### src/rtl/serial_link_power_sequencer.sv
// Power sequencer for one serial link instance: orders clock-gate enable, soft reset
// release and AXI de-isolation on power-up, and the reverse on power-down.
module serial_link_power_sequencer #(
    parameter int ClkSettleCycles = 8,
    parameter int RstHoldCycles   = 16,
    parameter int IsoTimeout      = 1024
) (
    input  logic       clk_i,
    input  logic       rst_i,
    input  logic       link_en_i,
    input  logic [1:0] isolated_i,
    input  logic       timeout_clr_i,
    output logic [1:0] isolate_o,
    output logic       clk_ena_o,
    output logic       reset_no,
    output logic       ready_o,
    output logic       busy_o,
    output logic       timeout_o
);

    localparam int MaxTimed  = (ClkSettleCycles > RstHoldCycles) ? ClkSettleCycles : RstHoldCycles;
    localparam int MaxCycles = (MaxTimed > IsoTimeout) ? MaxTimed : IsoTimeout;
    localparam int CntWidth  = $clog2(MaxCycles) + 1;

    localparam logic [CntWidth-1:0] SettleLoad = CntWidth'(ClkSettleCycles - 1);
    localparam logic [CntWidth-1:0] HoldLoad   = CntWidth'(RstHoldCycles - 1);
    localparam logic [CntWidth-1:0] IsoLoad    = CntWidth'(IsoTimeout - 1);
    localparam logic [CntWidth-1:0] CntZero    = {CntWidth{1'b0}};
    localparam logic [CntWidth-1:0] CntOne     = {{(CntWidth-1){1'b0}}, 1'b1};

    typedef enum logic [2:0] {
        ST_OFF      = 3'd0,
        ST_CLK_ON   = 3'd1,
        ST_RST_REL  = 3'd2,
        ST_DEISO    = 3'd3,
        ST_ON       = 3'd4,
        ST_ISO      = 3'd5,
        ST_RST_ASRT = 3'd6,
        ST_CLK_OFF  = 3'd7
    } state_t;

    state_t              state_r;
    state_t              state_s;
    logic [CntWidth-1:0] cnt_r;
    logic [CntWidth-1:0] cnt_s;
    logic                cnt_zero_s;
    logic                timeout_set_s;
    logic [5:0]          out_s;

    // Output vector {isolate[1:0], clk_ena, reset_n, ready, busy} for a given state.
    function automatic logic [5:0] decode_outputs(input state_t st);
        logic [5:0] v;
        case (st)
            ST_OFF:      v = 6'b11_0_0_0_0;
            ST_CLK_ON:   v = 6'b11_1_0_0_1;
            ST_RST_REL:  v = 6'b11_1_1_0_1;
            ST_DEISO:    v = 6'b00_1_1_0_1;
            ST_ON:       v = 6'b00_1_1_1_0;
            ST_ISO:      v = 6'b11_1_1_0_1;
            ST_RST_ASRT: v = 6'b11_1_0_0_1;
            ST_CLK_OFF:  v = 6'b11_1_0_0_1;
            default:     v = 6'b11_0_0_0_0;
        endcase
        return v;
    endfunction

    assign cnt_zero_s = (cnt_r == CntZero);
    assign out_s      = decode_outputs(state_s);

    // Next-state selection; link_en_i only matters in the two stable states.
    always_comb begin
        state_s       = state_r;
        timeout_set_s = 1'b0;
        case (state_r)
            ST_OFF: begin
                if (link_en_i) state_s = ST_CLK_ON;
                else           state_s = ST_OFF;
            end
            ST_CLK_ON: begin
                if (cnt_zero_s) state_s = ST_RST_REL;
                else            state_s = ST_CLK_ON;
            end
            ST_RST_REL: begin
                if (cnt_zero_s) state_s = ST_DEISO;
                else            state_s = ST_RST_REL;
            end
            ST_DEISO: begin
                // A matching handshake on the final count wins over the timeout.
                if (isolated_i == 2'b00) begin
                    state_s = ST_ON;
                end else if (cnt_zero_s) begin
                    state_s       = ST_ON;
                    timeout_set_s = 1'b1;
                end else begin
                    state_s = ST_DEISO;
                end
            end
            ST_ON: begin
                if (!link_en_i) state_s = ST_ISO;
                else            state_s = ST_ON;
            end
            ST_ISO: begin
                if (isolated_i == 2'b11) begin
                    state_s = ST_RST_ASRT;
                end else if (cnt_zero_s) begin
                    state_s       = ST_RST_ASRT;
                    timeout_set_s = 1'b1;
                end else begin
                    state_s = ST_ISO;
                end
            end
            ST_RST_ASRT: begin
                if (cnt_zero_s) state_s = ST_CLK_OFF;
                else            state_s = ST_RST_ASRT;
            end
            ST_CLK_OFF: begin
                if (cnt_zero_s) state_s = ST_OFF;
                else            state_s = ST_CLK_OFF;
            end
            default: begin
                state_s = ST_OFF;
            end
        endcase
    end

    // Down-counter: reload N-1 on every state entry so residency is exactly N cycles.
    always_comb begin
        cnt_s = cnt_r;
        if (state_s != state_r) begin
            case (state_s)
                ST_CLK_ON, ST_CLK_OFF:  cnt_s = SettleLoad;
                ST_RST_REL, ST_RST_ASRT: cnt_s = HoldLoad;
                ST_DEISO, ST_ISO:       cnt_s = IsoLoad;
                default:                cnt_s = CntZero;
            endcase
        end else if (!cnt_zero_s) begin
            cnt_s = cnt_r - CntOne;
        end else begin
            cnt_s = cnt_r;
        end
    end

    // State, counter and Moore outputs decoded from the next state.
    always_ff @(posedge clk_i) begin
        if (rst_i) begin
            state_r   <= ST_OFF;
            cnt_r     <= CntZero;
            isolate_o <= 2'b11;
            clk_ena_o <= 1'b0;
            reset_no  <= 1'b0;
            ready_o   <= 1'b0;
            busy_o    <= 1'b0;
            timeout_o <= 1'b0;
        end else begin
            state_r   <= state_s;
            cnt_r     <= cnt_s;
            isolate_o <= out_s[5:4];
            clk_ena_o <= out_s[3];
            reset_no  <= out_s[2];
            ready_o   <= out_s[1];
            busy_o    <= out_s[0];
            if (timeout_set_s)      timeout_o <= 1'b1;
            else if (timeout_clr_i) timeout_o <= 1'b0;
            else                    timeout_o <= timeout_o;
        end
    end

endmodule

### config.mk
export PLATFORM = sky130hd
export DESIGN_NAME = serial_link_power_sequencer
export DESIGN_NICKNAME = d
export VERILOG_FILES = /design/src/rtl/serial_link_power_sequencer.sv
export SDC_FILE = /design/constraint.sdc
export NUM_CORES = 1
export LEC_CHECK = 0
export CAP_MARGIN = 20
export CORE_ASPECT_RATIO = 1.75
export CORE_MARGIN = 4
export CORE_UTILIZATION = 44
export CTS_CLUSTER_SIZE = 8
export DETAILED_ROUTE_END_ITERATION = 7
export SYNTH_ARGS = -nofsm -noshare
export SYNTH_HDL_FRONTEND = slang
export SYNTH_SLANG_ARGS = --single-unit
### constraint.sdc
create_clock -name clk_i -period 3.3 [get_ports clk_i]
set_clock_uncertainty 0.1 [all_clocks]
set_input_delay 0.825 -clock clk_i [delete_from_list [all_inputs] [get_ports clk_i]]
set_output_delay 0.825 -clock clk_i [all_outputs]
set_load 0.1 [all_outputs]
==> summary.md <==
| Metric | Value |
|---|---|
| Synth Flop Type | `dfxtp_1` |
| CP cell instances | `clkdlybuf4s50_1 > or4b_2 > o311ai_0 > o21ai_2 > a21boi_4 > nor4b_2` |
| Worst EP arrival | `between 2 and 3 ns` |
| CORE AREA | `2550 um^2` |
| Post-DP HPWL | `2170 um` |
| LEAKAGE | `around 0.53 nW` |
| Tmin final | `about 2.6 ns` |
| Startpoint types | `input port` |
| Syn nets | `roughly 140` |
| Gr usage total | `~18%` |
| Layout Nets | `around 160` |
| Via count | `approximately 1100` |
| Full die area | `around 3600 um^2` |
| Total negative slack | `0 ns` |
| Post-route ant nets | `0` |
| Async set or reset register ratio after synthesis | `0%` |
| Final WL | `2750 um` |
| YS warnings | `0` |
| Hold slack | `0.399 ns` |
| Worst-Margin Slew | `0.664 ns` |
| WL met3 | `between 60 and 70 um` |
| Max-slew violations | `0` |
| Fin. Hold Viols | `0` |
| Synth Cell Area | `1190 um^2` |
| Unrepaired setup endpoints after global routing | `no` |
| Mean Syn Cell Area | `8.73 um^2` |
| CTS Buf Count | `3` |
| Top Layer Used | `met4` |
| DRT met1 WL | `~1100 um` |
| TritonCTS clock tree | `yes` |
| CTS root buffer | `clkbuf_8` |
| Peak supply drop | `0.468 mV` |
| Critical path's largest stage delay | `around 0.66 ns` |
| Drt pass-1 iters | `4` |
| Remaining DRCs | `0` |
| Layout area overhead | `15.8%` |
| DR WL/cell | `15.6 um` |
| WL met2 | `1490 um` |
| Post-synth EDFFs | `0` |
| Setup CP Type | `input port to flip-flop` |
| DRT iter0 DRCs | `30` |
| PwrDens | `1010 nW/um^2` |
| CP endpoint kind | `flip-flop` |
| Post-CTS Setup Bufs | `0` |
| Delay-heaviest family, CP | `simple AND/OR/NAND/NOR gates` |
| Ratio of cells with drive above 1 in the final layout | `around 19%` |
| Io pins | `13` |
| Worst Hold Class | `flip-flop to flip-flop` |
| Unique cell type count in the Yosys netlist | `53` |
| Synth area leaders | `dfxtp_1, nand2_1, nor2_1, a21oi_1, xnor2_1` |
| Post-synthesis sequential area ratio | `33.7%` |
| Die X-Extent | `~47 um` |
| # port buffers | `12` |
| Diodes inserted | `0` |
| Post-synthesis cell count | `between 100 and 150` |
| CP max-delay cell | `or4b_2` |
| Commonest non-fill, non-tap cell in the layout | `dfxtp_1` |
| Sink Count | `20` |
| Yosys top cell by area | `dfxtp_1` |
| Die Span Y | `between 70 and 80 um` |
| Top-area cell type share of the netlist area | `33.7%` |
| First-pass GRT wire length | `around 4800 um` |
| PostCTS Resize Cnt | `0` |
| Max Fclk | `around 0.38 GHz` |
| Hold_buf cts | `0` |
| Total global routing overflow | `0` |
| Crit Path Max Fanout | `7` |
| Largest net degree at the start of global routing | `17` |
| Vias per cell | `6.11` |
| Final setup viols | `0` |
| Number of placement rows | `24` |
| Final GP Congestion | `between 0.8 and 0.9` |
| #FFs+latches synth | `20` |
| Clock Path Buffers | `2` |
| Most frequent cells in the layout | `dfxtp_1, nand2_1, nor2_1, buf_4, a21oi_1` |
| Slew headroom | `between 50% and 60%` |
| Layout Utilization | `between 50% and 60%` |
| Status | `complete, no violations` |
| Initial antenna violation count | `0` |
| Worst path buffer plus inverter count | `1` |
| Data required, critical path | `3.38 ns` |
| Clock latency on the worst-skew pair | `0.26 ns` |
| Initial core utilization | `approximately 47%` |
| Max Cap Violations | `0` |
| Worst-path clk slew | `0.07 ns` |
| Period utilization | `~80%` |
| CTS H-Tree Depth | `1` |
| Vias in the first global route | `1053` |
[per-stage QoR]
| stage | total power (W) | cells | setup WS [ns] | area [um^2] |
|---|---|---|---|---|
| after floorplan | 0.00104 | 136 | 1.02 | 1190 |
| after global placement | 0.00120 | 172 | 0.437 | 1320 |
| after detailed placement | 0.00121 | 172 | 0.404 | 1320 |
| after CTS | 0.00141 | 176 | 0.678 | 1380 |
| after global routing | 0.00150 | 176 | 0.555 | 1380 |
| final | 0.00139 | 176 | 0.675 | 1380 |
[tightest hold or removal path, stage by stage, from the launching register on]
cell and delay [ns]:
dfxtp_1 0.34, nand2_1 0.07, a21boi_1 0.05
[cells in the mapped netlist, types with 2 or more instances]
library cell and instances:
xor2_1 4, a31oi_1 2, nor2_1 10, clkbuf_1 2, or2_2 3, a211oi_1 3, nor4_1 2, a21oi_1 7
o211ai_1 2, ha_1 2, buf_2 2, nor3_1 5, nand3_1 3, o21ai_0 5, nand2_1 13, o21ai_1 2
inv_1 5, or3_1 3, nand2b_1 2, nor4b_2 2, xnor2_1 4, a41oi_1 2, dfxtp_1 20, or4_1 2
[worst paths after layout]
check,slack (ns),depth (start not counted),end,from
setup / recovery,0.67,6,ready_o,isolated_i[1]
hold / removal,0.40,2,cnt_r[10],cnt_r[10]
setup reg to reg,0.93,7,ready_o,cnt_r[0]
hold reg to reg,0.40,2,cnt_r[10],cnt_r[10]
[cells by family after synthesis]
logic type,after synthesis,share of synthesized area (%)
and+or+nand+nor,55,28.6
AOI/OAI and AO/OA,40,25.2
DFF,20,33.7
buffers and inverters,10,3.69
xor gates and xnor gates,8,5.90
adders and majority gates,2,2.11
muxes,1,0.843
[power breakdown]
part	total (W)	switching, W	internal, W
Sequential	0.000394	0.0000824	0.000312
Combinational	0.000808	0.000498	0.000310
Clock	0.000186	0.0000795	0.000106
Total	0.00139	0.000660	0.000728
[registers in the layout (all words and copies together), names as in the netlist]
name,count
reset_no,1
clk_ena_o,1
timeout_o,1
isolate_o,1
busy_o,1
cnt_r,11
state_r,3
ready_o,1
[cell type report]
class                      instances  area [um^2]
clock buffer                       4         55.1
timing repair buffer              15          125
tap                               26         32.5
inverter                           5         18.8
sequential                        20          400
fill                             242         1180
multi-input combinational        106          743
[metal layers]
metal,up-vias,GRT usage (%)
met4,0,8.86
li1,544,-
met1,497,21.5
met5,-,0
met2,26,28.1
met3,9,2.81
(Power assumes the default switching activity.)
